File: src/rtl/muldiv.sv
// muldiv: iterative multiply/divide unit with architectural HI/LO registers.
// Multiply is shift-add over a 2*bw accumulator, divide is restoring division,
// one iteration per cycle, so the latency is bw+1 edges (1 for divide by zero).
// Build option MULDIV_SIGNED_EN: when defined, sgn=1 selects two's-complement
// operation. Operands are reduced to magnitudes at the start edge and the
// result signs are fixed up in FIN. When it is undefined, sgn is ignored.
module muldiv #(
   parameter int bw = 8
) (
   input  logic          clk,
   input  logic          rst,
   input  logic [bw-1:0] a,
   input  logic [bw-1:0] b,
   input  logic          start,
   input  logic          op,
   input  logic          sgn,
   output logic          busy,
   output logic          done,
   output logic          dbz,
   output logic [bw-1:0] hi,
   output logic [bw-1:0] lo
);

   localparam int CW = $clog2(bw + 1);

   typedef enum logic [1:0] {
      IDLE = 2'd0,
      RUN  = 2'd1,
      FIN  = 2'd2
   } state_t;

   state_t            state_q, state_d;
   logic [CW-1:0]     cnt_q, cnt_d;
   logic [2*bw-1:0]   acc_q, acc_d;
   logic [bw-1:0]     rem_q, rem_d;
   logic [bw-1:0]     opb_q, opb_d;
   logic              op_q, op_d;
   logic [bw-1:0]     hi_q, hi_d;
   logic [bw-1:0]     lo_q, lo_d;
   logic              done_q, done_d;
   logic              dbz_q, dbz_d;

   logic [bw-1:0]     a_mag;
   logic [bw-1:0]     b_mag;
   logic [bw:0]       mul_sum;
   logic [2*bw-1:0]   mul_next;
   logic [bw:0]       div_shift;
   logic [bw:0]       div_trial;
   logic [2*bw-1:0]   prod_fix;
   logic [bw-1:0]     quo_fix;
   logic [bw-1:0]     rem_fix;

`ifdef MULDIV_SIGNED_EN
   logic              neg_res_q, neg_res_d;
   logic              neg_rem_q, neg_rem_d;

   // Reduce signed operands to magnitudes so the unsigned core can be reused.
   always_comb begin
      a_mag = a;
      b_mag = b;
      if (sgn && a[bw-1]) begin
         a_mag = ~a + 1'b1;
      end
      if (sgn && b[bw-1]) begin
         b_mag = ~b + 1'b1;
      end
   end

   // Remember at the start edge which result parts need negating in FIN.
   always_comb begin
      neg_res_d = neg_res_q;
      neg_rem_d = neg_rem_q;
      if (state_q == IDLE && start) begin
         if (op && b == '0) begin
            neg_res_d = 1'b0;
            neg_rem_d = 1'b0;
         end else begin
            neg_res_d = sgn & (a[bw-1] ^ b[bw-1]);
            neg_rem_d = sgn & a[bw-1];
         end
      end
   end

   // Sign flags register; cleared by reset so an aborted op leaves no trace.
   always_ff @(posedge clk or posedge rst) begin
      if (rst) begin
         neg_res_q <= 1'b0;
         neg_rem_q <= 1'b0;
      end else begin
         neg_res_q <= neg_res_d;
         neg_rem_q <= neg_rem_d;
      end
   end

   // Apply the sign fixup to the unsigned core result.
   always_comb begin
      prod_fix = acc_q;
      quo_fix  = acc_q[bw-1:0];
      rem_fix  = rem_q;
      if (neg_res_q) begin
         prod_fix = ~acc_q + 1'b1;
         quo_fix  = ~acc_q[bw-1:0] + 1'b1;
      end
      if (neg_rem_q) begin
         rem_fix = ~rem_q + 1'b1;
      end
   end
`else
   logic              unused_sgn;

   assign unused_sgn = sgn;
   assign a_mag      = a;
   assign b_mag      = b;
   assign prod_fix   = acc_q;
   assign quo_fix    = acc_q[bw-1:0];
   assign rem_fix    = rem_q;
`endif

   // One iteration of each algorithm, computed from the current working state.
   always_comb begin
      mul_sum   = {1'b0, acc_q[2*bw-1:bw]} + {1'b0, (acc_q[0] ? opb_q : {bw{1'b0}})};
      mul_next  = {mul_sum, acc_q[bw-1:1]};
      div_shift = {rem_q, acc_q[bw-1]};
      div_trial = div_shift - {1'b0, opb_q};
   end

   // Next-state and datapath control; everything holds unless a state acts.
   always_comb begin
      state_d = state_q;
      cnt_d   = cnt_q;
      acc_d   = acc_q;
      rem_d   = rem_q;
      opb_d   = opb_q;
      op_d    = op_q;
      hi_d    = hi_q;
      lo_d    = lo_q;
      done_d  = 1'b0;
      dbz_d   = dbz_q;
      case (state_q)
         IDLE: begin
            if (start) begin
               op_d  = op;
               opb_d = b_mag;
               dbz_d = 1'b0;
               if (op && b == '0) begin
                  // Divide by zero: preload the final HI/LO pattern and finish.
                  state_d = FIN;
                  dbz_d   = 1'b1;
                  acc_d   = {{bw{1'b0}}, {bw{1'b1}}};
                  rem_d   = a;
                  cnt_d   = '0;
               end else begin
                  state_d = RUN;
                  cnt_d   = CW'(bw);
                  acc_d   = {{bw{1'b0}}, a_mag};
                  rem_d   = '0;
               end
            end
         end
         RUN: begin
            cnt_d = cnt_q - 1'b1;
            if (op_q) begin
               if (!div_trial[bw]) begin
                  rem_d = div_trial[bw-1:0];
                  acc_d = {acc_q[2*bw-1:bw], acc_q[bw-2:0], 1'b1};
               end else begin
                  rem_d = div_shift[bw-1:0];
                  acc_d = {acc_q[2*bw-1:bw], acc_q[bw-2:0], 1'b0};
               end
            end else begin
               acc_d = mul_next;
            end
            if (cnt_q == CW'(1)) begin
               state_d = FIN;
            end
         end
         FIN: begin
            if (op_q) begin
               hi_d = rem_fix;
               lo_d = quo_fix;
            end else begin
               hi_d = prod_fix[2*bw-1:bw];
               lo_d = prod_fix[bw-1:0];
            end
            done_d  = 1'b1;
            state_d = IDLE;
         end
         default: begin
            state_d = IDLE;
         end
      endcase
   end

   // State and datapath registers; reset aborts any operation in flight.
   always_ff @(posedge clk or posedge rst) begin
      if (rst) begin
         state_q <= IDLE;
         cnt_q   <= '0;
         acc_q   <= '0;
         rem_q   <= '0;
         opb_q   <= '0;
         op_q    <= 1'b0;
         hi_q    <= '0;
         lo_q    <= '0;
         done_q  <= 1'b0;
         dbz_q   <= 1'b0;
      end else begin
         state_q <= state_d;
         cnt_q   <= cnt_d;
         acc_q   <= acc_d;
         rem_q   <= rem_d;
         opb_q   <= opb_d;
         op_q    <= op_d;
         hi_q    <= hi_d;
         lo_q    <= lo_d;
         done_q  <= done_d;
         dbz_q   <= dbz_d;
      end
   end

   assign busy = (state_q != IDLE);
   assign done = done_q;
   assign dbz  = dbz_q;
   assign hi   = hi_q;
   assign lo   = lo_q;

endmodule

File: config.mk
export PLATFORM = sky130hd
export DESIGN_NAME = muldiv
export DESIGN_NICKNAME = d
export VERILOG_FILES = /design/src/rtl/muldiv.sv
export SDC_FILE = /design/constraint.sdc
export NUM_CORES = 1
export LEC_CHECK = 0
export CELL_PAD_IN_SITES_DETAIL_PLACEMENT = 1
export CELL_PAD_IN_SITES_GLOBAL_PLACEMENT = 1
export CORE_MARGIN = 5
export CORE_UTILIZATION = 42
export CTS_CLUSTER_SIZE = 10
export DETAILED_ROUTE_END_ITERATION = 6
export GPL_TIMING_DRIVEN = 0
export PLACE_DENSITY_LB_ADDON = 0.1
export SKIP_CTS_REPAIR_TIMING = 1
export SYNTH_ARGS = -nofsm -noshare
export SYNTH_HDL_FRONTEND = slang
export SYNTH_SLANG_ARGS = --single-unit
File: constraint.sdc
create_clock -name clk -period 3.2 [get_ports clk]
set_clock_uncertainty 0.05 [all_clocks]
set_input_delay 0.48 -clock clk [delete_from_list [all_inputs] [get_ports clk]]
set_output_delay 0.48 -clock clk [all_outputs]
set_load 0.1 [all_outputs]
==> metrics.cfg <==
[run_status]
status=completed

[yosys]
yosysWarnings=0
ys_seq_area_share_pct=42.9
yosys.area.top_type=dfrtp_1
synth_cell_types=51
syn-num-nets=391
synthFlopType=dfrtp_1
yosysMostFrequentCell=dfrtp_1
avgSynthCellArea_sq_um=9.51
synth_common_cells=57 x dfrtp_1, 46 x nand2_1, 30 x o21ai_0, 18 x ha_1, 18 x inv_1
synth_area_leaders=dfrtp_1 43%, ha_1 6.8%, nand2_1 5.2%
netlist_instances=350
async_reset_ff_share_pct=100
ys_ff_latch=57
netlist.area_leader.share_pct=42.9
synth_edf_count=0
synth_area_sq_um=3330

[floorplan]
initial_core_util_pct=43.1
core_sq_um=7730
fp-row-count=32
ios=40
die_area_sq_um=9800
fp.dieW_um=99
die_y_um=99

[layout]
drive_gt1_share_pct=9.63
diodes=0
finalNetCount=441
synthToLayoutAreaGrowth_pct=22.2
multi_input_area_sq_um=1760
seq_area_sq_um=1430
num-fill-cells=924

[critical_path]
endpoint_kind=flop
critPathArrivalTime_ns=3.06
cp_max_fo=10
rrSetupSlack_ns=0.34
critPathKind=reg -> reg
r2r_cells=10
required_ns=3.40
startpoint_type=flop
reg2reg_from=acc_q[7]$_DFFE_PP0P_
rr_endpoint=rem_fix[0]$_DFFE_PP0P_

[hold_path]
hold_end=hi[2]$_DFFE_PP0P_
hold_path_depth=2
min_path_type=reg -> reg
min_from=hi[2]$_DFFE_PP0P_

[clock_network]
h-tree-depth=3
cts_buffers=9
cts-root-buf=clkbuf_8
clk_latency_ns=0.34
clock_sinks=57
cts_tree=done
clockBufferDepth=2
clkTransAtPathRegs_ns=0.07

[placed_design]
io_buffers=38
place_hpwl_mm=6.87
place.gp.congestion=0.846

[grt]
grt_pass1_vias=2926
antenna_found_initial=0
grt_pass1_wl_mm=15.0
grt_max_degree=36
grt_usage_pct=19.6
grt-ovfl-total=0

[flow_run]
drv_cap=0

[drt]
drt-total-wl_mm=8.82
wl_per_cell_um=17.4
num_vias=2736
vias_per_cell=5.40
drc_errors=0
final_antenna_net_count=0
first_iter_violations=47
first_pass_iters=4

[timing]
finalCritPeriodShare_pct=89.3
maxSlewHeadroom_pct=34.2
worst_pin_slew_ns=0.984
min_period_ns=2.86
max_freq_mhz=350
hold_viol_final=0
grt_setup_unrepaired=false
finalSetupTns_ns=0
finalSetupViolations=0
drv_slew=0

-- placed cells by master, fill, tap and decap left out, types with 3 or more instances in the layout --
cell / instances
a21oi_1: 11
and2_1: 9
a21o_1: 9
ha_1: 18
nor2b_1: 4
a31oi_1: 5
inv_1: 17
o21ai_0: 30
mux2i_1: 10
nand2_1: 46
dfrtp_1: 57
mux2_2: 14
xor2_1: 3
nor2_1: 15
o21a_1: 4
clkinv_2: 3
nand2b_1: 7
a22o_1: 6
o21bai_1: 3
xnor2_1: 5
o22ai_1: 8
nand3_1: 8
clkbuf_8: 9
a211oi_1: 4
clkbuf_1: 14
nor3_1: 5
clkdlybuf4s50_1: 38
-- flip-flops by register name, indices dropped and copies added, names as in the netlist --
register and count:
opb_q 8, done 1, op_q 1, rem_fix 8, hi 8, cnt_q 4
state_q 2, dbz 1, acc_q 16, lo 8
-- through the flow --
stage | utilization [%] | std cells | setup WS (ns) | area [sq um] | hold slack (ns)
after floorplan | - | 350 | 0.607 | 3330 | 0.400
after global placement | 49.6 | 490 | 0.187 | 3830 | 0.410
after detailed placement | 49.9 | 491 | 0.354 | 3850 | 0.415
after CTS | 52.6 | 507 | 0.337 | 4070 | 0.430
after global routing | 52.6 | 507 | 0.156 | 4070 | 0.452
final | 52.6 | 507 | 0.343 | 4070 | 0.425
-- logic make-up (layout without fill, tap and decap cells) --
group / Yosys count / in the layout / share of synthesized area [%]
and+or+nand+nor: 109 / 109 / 15.7
AOI/OAI and AO/OA: 95 / 95 / 18.7
DFF: 57 / 57 / 42.9
buffers and inverters: 35 / 90 / 4.25
muxes: 26 / 26 / 8.42
adders and majority gates: 20 / 20 / 7.97
xor gates and xnor gates: 8 / 8 / 2.11
-- worst max-delay path by stage --
stage	startpoint	end	slack (ns)	depth (start not counted)
finish	acc_q[7]$_DFFE_PP0P_	rem_fix[0]$_DFFE_PP0P_	0.34	10
global route	acc_q[7]$_DFFE_PP0P_	rem_fix[1]$_DFFE_PP0P_	0.16	10
CTS	acc_q[7]$_DFFE_PP0P_	rem_fix[0]$_DFFE_PP0P_	0.34	10
detailed placement	acc_q[7]$_DFFE_PP0P_	rem_fix[0]$_DFFE_PP0P_	0.35	10
global placement	rst	opb_q[7]$_DFFE_PP0P_	0.19	2
floorplan	acc_q[7]$_DFFE_PP0P_	rem_fix[0]$_DFFE_PP0P_	0.61	10
-- area by class of cell --
| type | count | share of cell area (%) |
|---|---|---|
| buffer | 17 | 1.82 |
| clock buffer | 10 | 3.14 |
| clock inverter | 6 | 2.03 |
| inverter | 18 | 1.66 |
| multi-input combinational | 258 | 43.3 |
| sequential | 57 | 35.1 |
| tap | 102 | 3.14 |
| timing repair buffer | 39 | 9.85 |
-- worst max-delay path, cell delays in order (launching register included) --
cell	delay (ns)
dfrtp_1	0.35
inv_1	0.09
ha_1	0.24
fa_1	0.40
nand2b_1	0.22
a211oi_2	0.21
mux2_1	0.37
nor2_2	0.19
buf_6	0.18
mux2_1	0.33
o221ai_1	0.15
-- metal layers --
layer  global-route usage (%)  wire (um)
met1                     25.6       4050
met2                     32.7       4340
met3                     3.75        312
met4                     6.30        113
met5                        0          0
Power is left out: the tool's default activity adds up to more than one toggle a clock period on the data nets, which glitch-free logic cannot reach.
